$ cat src/rtl/potato_pkg.sv
// Shared types and constants for the potato countdown-timer controller.
package potato_pkg;

  typedef enum logic [1:0] {
    EDIT  = 2'd0,
    RUN   = 2'd1,
    PAUSE = 2'd2,
    DONE  = 2'd3
  } state_t;

  typedef struct packed {
    logic [4:0] m2;
    logic [4:0] m1;
    logic [4:0] s2;
    logic [4:0] s1;
  } bcd_time_t;

  localparam logic [4:0] SEL_S1   = 5'd0;
  localparam logic [4:0] SEL_S2   = 5'd1;
  localparam logic [4:0] SEL_M1   = 5'd2;
  localparam logic [4:0] SEL_M2   = 5'd3;
  localparam logic [4:0] SEL_BAR  = 5'd4;
  localparam logic [4:0] SEL_NONE = 5'd5;

  localparam logic [4:0] SEC_TENS_MAX = 5'd5;
  localparam logic [4:0] DIGIT_MAX    = 5'd9;

  // One edit step on a single digit, wrapping between 0 and max in both directions.
  function automatic logic [4:0] digit_step(input logic [4:0] d, input logic [4:0] max,
                                            input logic up);
    logic [4:0] r;
    if (up) r = (d >= max) ? 5'd0 : d + 5'd1;
    else    r = (d == 5'd0) ? max : d - 5'd1;
    return r;
  endfunction

endpackage

$ cat src/rtl/potato_bcd_down.sv
// Combinational one-second decrement of an mm:ss BCD time, with a flag for a 00:00 result.
module potato_bcd_down
  import potato_pkg::*;
(
  input  bcd_time_t cur,
  output bcd_time_t dec,
  output logic      dec_zero
);

  always_comb begin
    dec = cur;
    if (cur.s1 != 5'd0) begin
      dec.s1 = cur.s1 - 5'd1;
    end else begin
      dec.s1 = DIGIT_MAX;
      if (cur.s2 != 5'd0) begin
        dec.s2 = cur.s2 - 5'd1;
      end else begin
        dec.s2 = SEC_TENS_MAX;
        if (cur.m1 != 5'd0) begin
          dec.m1 = cur.m1 - 5'd1;
        end else begin
          dec.m1 = DIGIT_MAX;
          dec.m2 = cur.m2 - 5'd1;
        end
      end
    end
  end

  assign dec_zero = (dec == '0);

endmodule

$ cat src/rtl/potato_timer_ctrl.sv
// Edit/run/pause/expiry controller for the potato mm:ss countdown display.
// Optional cursor/bar blinking is enabled by defining POTATO_BLINK_EN.
module potato_timer_ctrl
  import potato_pkg::*;
#(
  parameter int TICK_DIV  = 100_000_000,
  parameter int BLINK_DIV = 25_000_000
) (
  input  logic       clk,
  input  logic       rst,
  input  logic       btn_next,
  input  logic       btn_up,
  input  logic       btn_down,
  input  logic       btn_start,
  output logic [4:0] second1,
  output logic [4:0] second2,
  output logic [4:0] minute1,
  output logic [4:0] minute2,
  output logic [4:0] select,
  output logic       running,
  output logic       expired
);

  // Prescaler and blink counter share one width so both divisors stay in use.
  localparam int CNT_W = $clog2((TICK_DIV > BLINK_DIV) ? TICK_DIV : BLINK_DIV);
  localparam logic [CNT_W-1:0] PRESC_LAST = CNT_W'(TICK_DIV - 1);

  state_t           state_reg;
  bcd_time_t        time_reg;
  bcd_time_t        preset_reg;
  bcd_time_t        time_dec;
  logic             dec_zero;
  logic [2:0]       cursor_reg;
  logic [CNT_W-1:0] presc_reg;
  logic [4:0]       select_reg;
  logic             running_reg;
  logic             expired_reg;

  logic       do_next, do_up, do_down, any_btn;
  logic       tick, time_zero, blink_mask;
  logic [2:0] cursor_adv, cursor_sel;

  assign do_next = !btn_start && btn_next;
  assign do_up   = !btn_start && !btn_next && btn_up;
  assign do_down = !btn_start && !btn_next && !btn_up && btn_down;
  assign any_btn = btn_start || btn_next || btn_up || btn_down;

  assign tick       = (presc_reg == PRESC_LAST);
  assign time_zero  = (time_reg == '0);
  assign cursor_adv = (cursor_reg == 3'd4) ? 3'd0 : cursor_reg + 3'd1;
  assign cursor_sel = do_next ? cursor_adv : cursor_reg;

  potato_bcd_down u_bcd_down (
    .cur      (time_reg),
    .dec      (time_dec),
    .dec_zero (dec_zero)
  );

`ifdef POTATO_BLINK_EN
  localparam logic [CNT_W-1:0] BLINK_LAST = CNT_W'(BLINK_DIV - 1);

  logic [CNT_W-1:0] blink_cnt_reg;
  logic             blink_off_reg;
  logic             blink_run;

  // Any button restarts the phase so the cursor is visible right after an edit.
  assign blink_run  = ((state_reg == EDIT) || (state_reg == DONE)) && !any_btn;
  assign blink_mask = blink_run && ((blink_cnt_reg == BLINK_LAST) ? !blink_off_reg
                                                                  : blink_off_reg);

  always_ff @(posedge clk) begin
    if (rst || !blink_run) begin
      blink_cnt_reg <= '0;
      blink_off_reg <= 1'b0;
    end else if (blink_cnt_reg == BLINK_LAST) begin
      blink_cnt_reg <= '0;
      blink_off_reg <= !blink_off_reg;
    end else begin
      blink_cnt_reg <= blink_cnt_reg + CNT_W'(1);
    end
  end
`else
  assign blink_mask = 1'b0;
`endif

  always_ff @(posedge clk) begin
    if (rst) begin
      state_reg   <= EDIT;
      time_reg    <= '0;
      preset_reg  <= '0;
      cursor_reg  <= 3'd0;
      presc_reg   <= '0;
      select_reg  <= SEL_S1;
      running_reg <= 1'b0;
      expired_reg <= 1'b0;
    end else begin
      case (state_reg)
        EDIT: begin
          select_reg <= blink_mask ? SEL_NONE : {2'b00, cursor_sel};
          if (btn_start) begin
            if (!time_zero) begin
              preset_reg  <= time_reg;
              presc_reg   <= '0;
              state_reg   <= RUN;
              running_reg <= 1'b1;
              select_reg  <= SEL_BAR;
            end
          end else begin
            if (do_next) cursor_reg <= cursor_adv;
            if (do_up || do_down) begin
              case (cursor_reg)
                3'd0:    time_reg.s1 <= digit_step(time_reg.s1, DIGIT_MAX, do_up);
                3'd1:    time_reg.s2 <= digit_step(time_reg.s2, SEC_TENS_MAX, do_up);
                3'd2:    time_reg.m1 <= digit_step(time_reg.m1, DIGIT_MAX, do_up);
                3'd3:    time_reg.m2 <= digit_step(time_reg.m2, DIGIT_MAX, do_up);
                default: ;
              endcase
            end
          end
        end
        RUN: begin
          // The pause edge still counts as a run cycle, so paused time adds exactly its length.
          if (tick) begin
            presc_reg <= '0;
            time_reg  <= time_dec;
          end else begin
            presc_reg <= presc_reg + CNT_W'(1);
          end
          if (tick && dec_zero) begin
            state_reg   <= DONE;
            running_reg <= 1'b0;
            expired_reg <= 1'b1;
            select_reg  <= SEL_BAR;
          end else if (btn_start) begin
            state_reg   <= PAUSE;
            running_reg <= 1'b0;
            select_reg  <= SEL_NONE;
          end
        end
        PAUSE: begin
          if (btn_start) begin
            state_reg   <= RUN;
            running_reg <= 1'b1;
            select_reg  <= SEL_BAR;
          end else if (btn_next) begin
            state_reg   <= EDIT;
            cursor_reg  <= 3'd0;
            select_reg  <= SEL_S1;
          end
        end
        DONE: begin
          if (any_btn) begin
            state_reg   <= EDIT;
            time_reg    <= preset_reg;
            cursor_reg  <= 3'd0;
            expired_reg <= 1'b0;
            select_reg  <= SEL_S1;
          end else begin
            select_reg  <= blink_mask ? SEL_NONE : SEL_BAR;
          end
        end
        default: state_reg <= EDIT;
      endcase
    end
  end

  assign second1 = time_reg.s1;
  assign second2 = time_reg.s2;
  assign minute1 = time_reg.m1;
  assign minute2 = time_reg.m2;
  assign select  = select_reg;
  assign running = running_reg;
  assign expired = expired_reg;

endmodule

$ cat config.mk
export PLATFORM = sky130hd
export DESIGN_NAME = potato_timer_ctrl
export DESIGN_NICKNAME = d
export VERILOG_FILES = /design/src/rtl/potato_pkg.sv /design/src/rtl/potato_bcd_down.sv /design/src/rtl/potato_timer_ctrl.sv
export SDC_FILE = /design/constraint.sdc
export NUM_CORES = 1
export LEC_CHECK = 0
export ABC_AREA = 1
export CORE_MARGIN = 1
export CORE_UTILIZATION = 60
export CTS_CLUSTER_SIZE = 24
export DETAILED_ROUTE_END_ITERATION = 8
export GPL_ROUTABILITY_DRIVEN = 1
export PLACE_DENSITY_LB_ADDON = 0.1
export SLEW_MARGIN = 25
export SYNTH_ARGS = -nofsm -noshare
export SYNTH_HDL_FRONTEND = slang
export SYNTH_SLANG_ARGS = --single-unit
$ cat constraint.sdc
create_clock -name clk -period 2.5 [get_ports clk]
set_input_delay 0.75 -clock clk [delete_from_list [all_inputs] [get_ports clk]]
set_output_delay 0.75 -clock clk [all_outputs]
set_load 0.005 [all_outputs]
# Word level (Yosys, flattened, before mapping)
# Cells that the tools add are included.
# Widths: inputs -> output; s select.
[totals] reg_bits=79 latchBits=0 ram_bits=0 mem_bits_ro=0 out_inout_bits=27 elab_cells=156 mem_count=0
[op_classes] addsub=10 n_mul=0 div_mod_pow=0 order_cmp=4 n_eq_ne=24 n_shift=0 n_mux=63 bitwise_logic=1 reduce_logical=40
[ops] cell="$mux 5" n=24
[ops] cell="$mux 27" n=3
[ops] cell="$mux 20" n=4
[ops] cell="$pmux 20 s3" n=1
[ops] cell="$pmux 27 s2" n=1
[ops] cell="$logic_not 20->1" n=2
[ops] cell="$add 27x1->27 const B" n=1
[ops] cell="$eq 27x27->1 const B" n=1
[ops] cell="$mux 3" n=9
[ops] cell="$reduce_and 6->1" n=4
[ops] cell="$add 5x1->5 const B" n=4
[ops] cell="$logic_not 5->1" n=4
[ops] cell="$ne 2x2->1 const B" n=10
[ops] cell="$pmux 5 s4" n=1
[ops] cell="$sub 5x1->5 const B" n=4
[ops] cell="$ge 5x4->1 const B" n=3
[ops] cell="$mux 15" n=1
[ops] cell="$reduce_and 5->1" n=3
[ops] cell="$reduce_bool 5->1" n=3
[ops] cell="$mux 2" n=7
[ops] cell="$mux 10" n=1
[ops] cell="$pmux 3 s3" n=1
[ops] cell="$reduce_and 3->1" n=3
[ops] cell="$reduce_bool 3->1" n=3
[ops] cell="21 further kinds" n=44

# Logic depth before layout (Yosys ltp)
[depth] depth_word=8 depth_mapped=18 ltp_nobuf=18

# By module
# From an unflattened synthesis, not the netlist that was laid out.
[unflattened] hier_cells=942 area_unflattened_um2=5830.6
[modules_own_cells] module="potato_timer_ctrl" n_inst=1 cells_per_inst=808 area_each_um2=5129.9 seq_area_each_um2=1541.5
[modules_own_cells] module="potato_bcd_down" n_inst=1 cells_per_inst=134 area_each_um2=700.7 seq_area_each_um2=0.0

# Worst setup path after synthesis
# Ideal clock, no wire load.
[synth_path] path_kind="register to register" from="reg time_reg, in the netlist minute1[0]" to="reg select_reg[0], in the netlist select[0]" setup_ns=0.116 t_arrival_ns=2.119 path_slack_ns=0.266 path_stages_with_launch=16 period_less_slack_ns=2.234 cell_sequence="dfxtp_1 clkinv_1 ha_1 or2_2 o21ai_0 nand2_1 o21ai_1 nor2_1 nand2_1 nor2_1 nand2_2 nand3_4 nand2_2 clkinv_1 nor2_1 nor2_1"
[synth_between] elab_chain_cells=8
[synth_rtl] element="start: declaration" line="potato_timer_ctrl.sv:29" rtl="bcd_time_t time_reg;"
[synth_rtl] element="start signal: assignment" line="potato_timer_ctrl.sv:125" rtl="time_reg <= time_dec;"
[synth_rtl] element="start signal: assignment" line="potato_timer_ctrl.sv:154" rtl="time_reg <= preset_reg;"
[synth_rtl] element="$sub 5x1->5 / $reduce_bool 5->1 (equally long branches)" line="potato_bcd_down.sv:21, potato_bcd_down.sv:20"
[synth_rtl] element="$mux 5" line="potato_bcd_down.sv:20" rtl="if (cur.m1 != 5'd0) begin"
[synth_rtl] element="$mux 10" line="potato_bcd_down.sv:16" rtl="if (cur.s2 != 5'd0) begin"
[synth_rtl] element="$mux 15" line="potato_bcd_down.sv:12" rtl="if (cur.s1 != 5'd0) begin"
[synth_rtl] element="$logic_not 20->1" line="potato_bcd_down.sv:30" rtl="assign dec_zero = (dec == '0);"
[synth_rtl] element="$logic_and 1x1->1" line="potato_timer_ctrl.sv:129" rtl="if (tick && dec_zero) begin"
[synth_rtl] element="$mux 5 / $ne 3x3->1 (equally long branches)"
[synth_rtl] element="$pmux 5 s4 / $reduce_and 2->1 (equally long branches)"
[synth_rtl] element="end signal: assignment" line="potato_timer_ctrl.sv:99" rtl="select_reg <= blink_mask ? SEL_NONE : {2'b00, cursor_sel};"
[synth_rtl] element="end signal: assignment" line="potato_timer_ctrl.sv:159" rtl="select_reg <= blink_mask ? SEL_NONE : SEL_BAR;"
[synth_rtl] element="end: declaration" line="potato_timer_ctrl.sv:35" rtl="logic [4:0] select_reg;"
# Parallel ways exist; a longest one is shown, timed or not.
# A chain may end at the register's enable or synchronous reset.

# Worst setup path after layout
[layout_path] from="reg time_reg, in the netlist second1[1]" to="reg select_reg[2], in the netlist select[2]"
[layout_between] elab_chain_cells=6
[layout_rtl] element="$sub 5x1->5 / $reduce_bool 5->1 (equally long branches)" line="potato_bcd_down.sv:13, potato_bcd_down.sv:12"
[layout_rtl] element="$mux 5 / $mux 15 (equally long branches)" line="potato_bcd_down.sv:12"
[layout_rtl] element="$logic_not 20->1" line="potato_bcd_down.sv:30"
[layout_rtl] element="$logic_and 1x1->1" line="potato_timer_ctrl.sv:129"
[layout_rtl] element="$mux 5 / $ne 3x3->1 (equally long branches)"
[layout_rtl] element="$pmux 5 s4 / $reduce_and 2->1 (equally long branches)"
# Parallel ways exist; a longest one is shown, timed or not.

==> flow_metrics.tcl <==
set metrics [dict create \
    critical_path_class "register to register" \
    area_growth_syn_to_layout_pct 17.8 \
    vias 5379 \
    crit_required_ns 2.76 \
    fp.dieArea_um2 8660 \
    remaining_drc_errors 0 \
    fp.dieH_um 93.0 \
    finalNetCount 827 \
    hold_path.class "register to register" \
    fmax_mhz 434 \
    timing.critical_path.fanout_max 11 \
    syn-instance-count 732 \
    hold_path_startpoint "preset_reg[7]$_SDFFE_PP0P_" \
    power_report.internal_total_mw 4.33 \
    firstDrtPassIters 5 \
    number_of_buffer_cells_added_on_primary_ports 30 \
    pin_count 33 \
    outcome "complete, no violations" \
    initial_core_util 0.630 \
    die_width_um 93.0 \
    grt_max_degree 29 \
    placeable_area_um2 7890 \
    grt_first_pass_wirelength_um 22600 \
    vias_in_the_first_global_route 5067 \
    drt_first_iter_violations 335 \
    clock_tree.root_cell "clkbuf_8" \
    synth.area.mux_share 0 \
    power.switching_fraction 0.498 \
    antenna_cells 0 \
    power.switching_mw 4.29 \
    synth.most_common_cell "nand2_1" \
    share_comb_of_total_power 0.668 \
    final_cell_count_no_fill 909 \
    netlist.area_leader.share 0.310 \
    dpl.cell_count 887 \
    cellPowerDensity_nw_per_um2 1470 \
    critical_path.reg2reg.endpoint "select[2]$_SDFFE_PP0P_" \
    max_cap_violations 0 \
    grt_usage 0.326 \
    synth-xor-area-share 0.0211 \
    synth-edff-count 0 \
    final.setup.worst_slack_ns 0.194 \
    worst_skew_pair.late_latency_ns 0.36 \
    cts_buffers 9 \
    post_drt_wl_per_cell_um 15.1 \
    worstSetupEndpointType "register" \
    synth.ff_latch_count 77 \
    holdPathEnd "preset_reg[7]$_SDFFE_PP0P_" \
    synth-main-ff-cell "dfxtp_1" \
    arrival_ns 2.57 \
    count_of_distinct_cell_types_in_the_synthesized_netlist 54 \
    ctsHoldBuffers 0 \
    post_synth.cell_area_avg_um2 6.79 \
    fillCellCount 653 \
    final_max_slew_viol_count 0 \
    ff_latch_area_um2 1540 \
    detailedPlacementHpwl_um 9900 \
    htree_levels 3 \
    post_route_cells_drive_above_1_share 0.140 \
    worstHoldPathCells 2 \
    synth.largest_area_cell "dfxtp_1" \
    power_frac_seq 0.216 \
    critPathMaxStageDelay_ns 0.32 \
    multi_input_area_um2 2960 \
    worstSetupStartpointType "register" \
    worst_setup_slack_before_clock_tree_synthesis_ns -0.0625 \
    gr-total-overflow 0 \
    crit_path_top_delay_cell "dfxtp_1" \
    ys_warn_count 0 \
    async_reset_ff_frac 0 \
    dominant_combinational_cell_family_by_area_after_synthesis "simple AND/OR/NAND/NOR gates" \
    r2r_setup_slack_ns 0.19 \
    placement_rows 32 \
    post_drt_via_cell_ratio 5.92 \
    final.setup_skew_ns 0.00879 \
    count_of_endpoints_failing_hold_in_the_final_timing_report 0 \
    wirelength_um 13700 \
    p_leak_nw 2.39 \
    final_worst_path_period_share 0.922 \
    layout_min_cycle_time_ns 2.31 \
    clock_power_share 0.116 \
    ys_top_cells_by_area "dfxtp_1 31%, nand2_1 10%, o21ai_0 8.1%" \
    worstRegToRegCells 16 \
    worst_vdd_rail_ir_drop_uv 763 \
    crit_path_cell_trace "inv_1 > ha_2 > nand3_4 > nor2_8 > buf_4 > nand2_1 > o21ai_1 > nor2_1 > nand2_1 > nor2_1 > nand2_2 > nand3_4 > nand2_2 > clkinv_1 > nor2_1 > nor2_1" \
    detail-route-antenna-nets 0 \
    cp_common_cell "nor2_1" \
    globalplace.congestion 0.954 \
    critPathLaunch "second1[1]$_SDFFE_PP0P_" \
    clk_transition_reported_paths_ns 0.09 \
    synth_simple_gate_area_share 0.303 \
    synth-compound-area-share 0.219 \
    post_synth_most_frequent_cells "137 x nand2_1, 82 x inv_1, 80 x o21ai_0, 77 x dfxtp_1, 74 x nor2_1" \
    largest_register_ffs 27 \
    syn_area_um2 4970 \
    clock_path_buffers 2 \
    synthAdderAreaFrac 0.0478 \
    sequential_share_of_the_synthesized_area 0.310 \
    r2r-start "second1[1]$_SDFFE_PP0P_" \
    numClockSinks 77 \
    report.final.setup_viol 0 \
    antenna_found_initial 0 \
    tritoncts "built" \
]
[per-stage QoR]
stage / instance area, µm² / hold slack, ns / setup TNS (ns) / power [mW] / util
2_1_floorplan: 4980 / 0.430 / 0 / 5.58 / -
3_3_place_gp: 5600 / 0.448 / 0 / 7.03 / 0.710
3_5_place_dp: 5600 / 0.454 / -0.209 / 7.18 / 0.710
4_1_cts: 5800 / 0.467 / 0 / 8.20 / 0.735
5_1_grt: 5860 / 0.484 / -0.0626 / 9.23 / 0.743
6_report: 5860 / 0.469 / 0 / 8.62 / 0.743
[worst max-delay path by stage]
stage	end	slack, ns
2_1_floorplan	select[0]$_SDFFE_PP0P_	0.27
3_3_place_gp	second1[2]$_SDFFE_PP0P_	0.0007
3_5_place_dp	minute1[2]$_SDFFE_PP0P_	-0.06
4_1_cts	select[2]$_SDFFE_PP0P_	0.02
5_1_grt	select[2]$_SDFFE_PP0P_	-0.03
6_report	select[2]$_SDFFE_PP0P_	0.19
[area by class of cell]
| type | count | share of cell area |
|---|---|---|
| Multi-Input combinational cell | 543 | 0.506 |
| Sequential cell | 77 | 0.263 |
| Timing Repair Buffer | 82 | 0.118 |
| Inverter | 89 | 0.0575 |
| Clock buffer | 11 | 0.0241 |
| Tap cell | 102 | 0.0218 |
| Clock inverter | 5 | 0.0100 |
[power by group through the flow]
| stage | Sequential [mW] | Combinational (mW) | Clock, mW |
|---|---|---|---|
| 6_report | 1.87 | 5.75 | 0.999 |
| 3_5_place_dp | 1.89 | 5.29 | 0 |
| 5_1_grt | 1.91 | 6.28 | 1.05 |
| 3_3_place_gp | 1.87 | 5.15 | 0 |
| 2_1_floorplan | 1.85 | 3.73 | 0 |
| 4_1_cts | 1.86 | 5.34 | 1.01 |
[worst max-delay path: cells and delay by family (launching register included)]
family | cells | cell delay [ns]
adder cells (fa/ha/maj) | 1 | 0.23
AND/OR/NAND/NOR | 11 | 1.16
flip-flops | 1 | 0.32
AO/OA/AOI/OAI | 1 | 0.16
buffers and inverters | 3 | 0.34
[routing by layer]
metal  routed length (µm)  track usage  vias to the layer above
met3                 1020       0.0463                       55
met5                    0            0                        -
met1                 5660        0.402                     2470
met4                  494        0.154                        0
li1                     -            -                     2590
met2                 6500        0.557                      264
[cell usage in the layout, fill, tap and decap left out, drive strengths merged, types with 2 or more instances in the layout]
cell and n:
dfxtp 77, clkdlybuf4s50 30, nand3b 5, a31oi 12, o2111ai 2, o21ai 87
xor2 7, nor2 90, a21oi 70, nand4 10, o21a 4, clkinv 4
ha 19, inv 87, o221ai 2, conb 2, nor3 17, o211ai 2
a22oi 2, xnor2 5, buf 52, clkinvlp 2, a41oi 4, nand2 145
nand3 39, clkbuf 11, or2 4, a211oi 2, o22ai 5
[cell families after synthesis]
logic type,count (synthesis)
fa+ha+maj,19
other cells,1
simple gates,314
xor+xnor,12
buf+inv,113
compound gates,196
flops,77
[what timing repair did]
action,4_1_cts,5_1_grt
buffers inserted,0,6
gates resized for setup,0,7
setup endpoints to repair,0,19
Note: power is estimated with default switching activity, not from simulation.
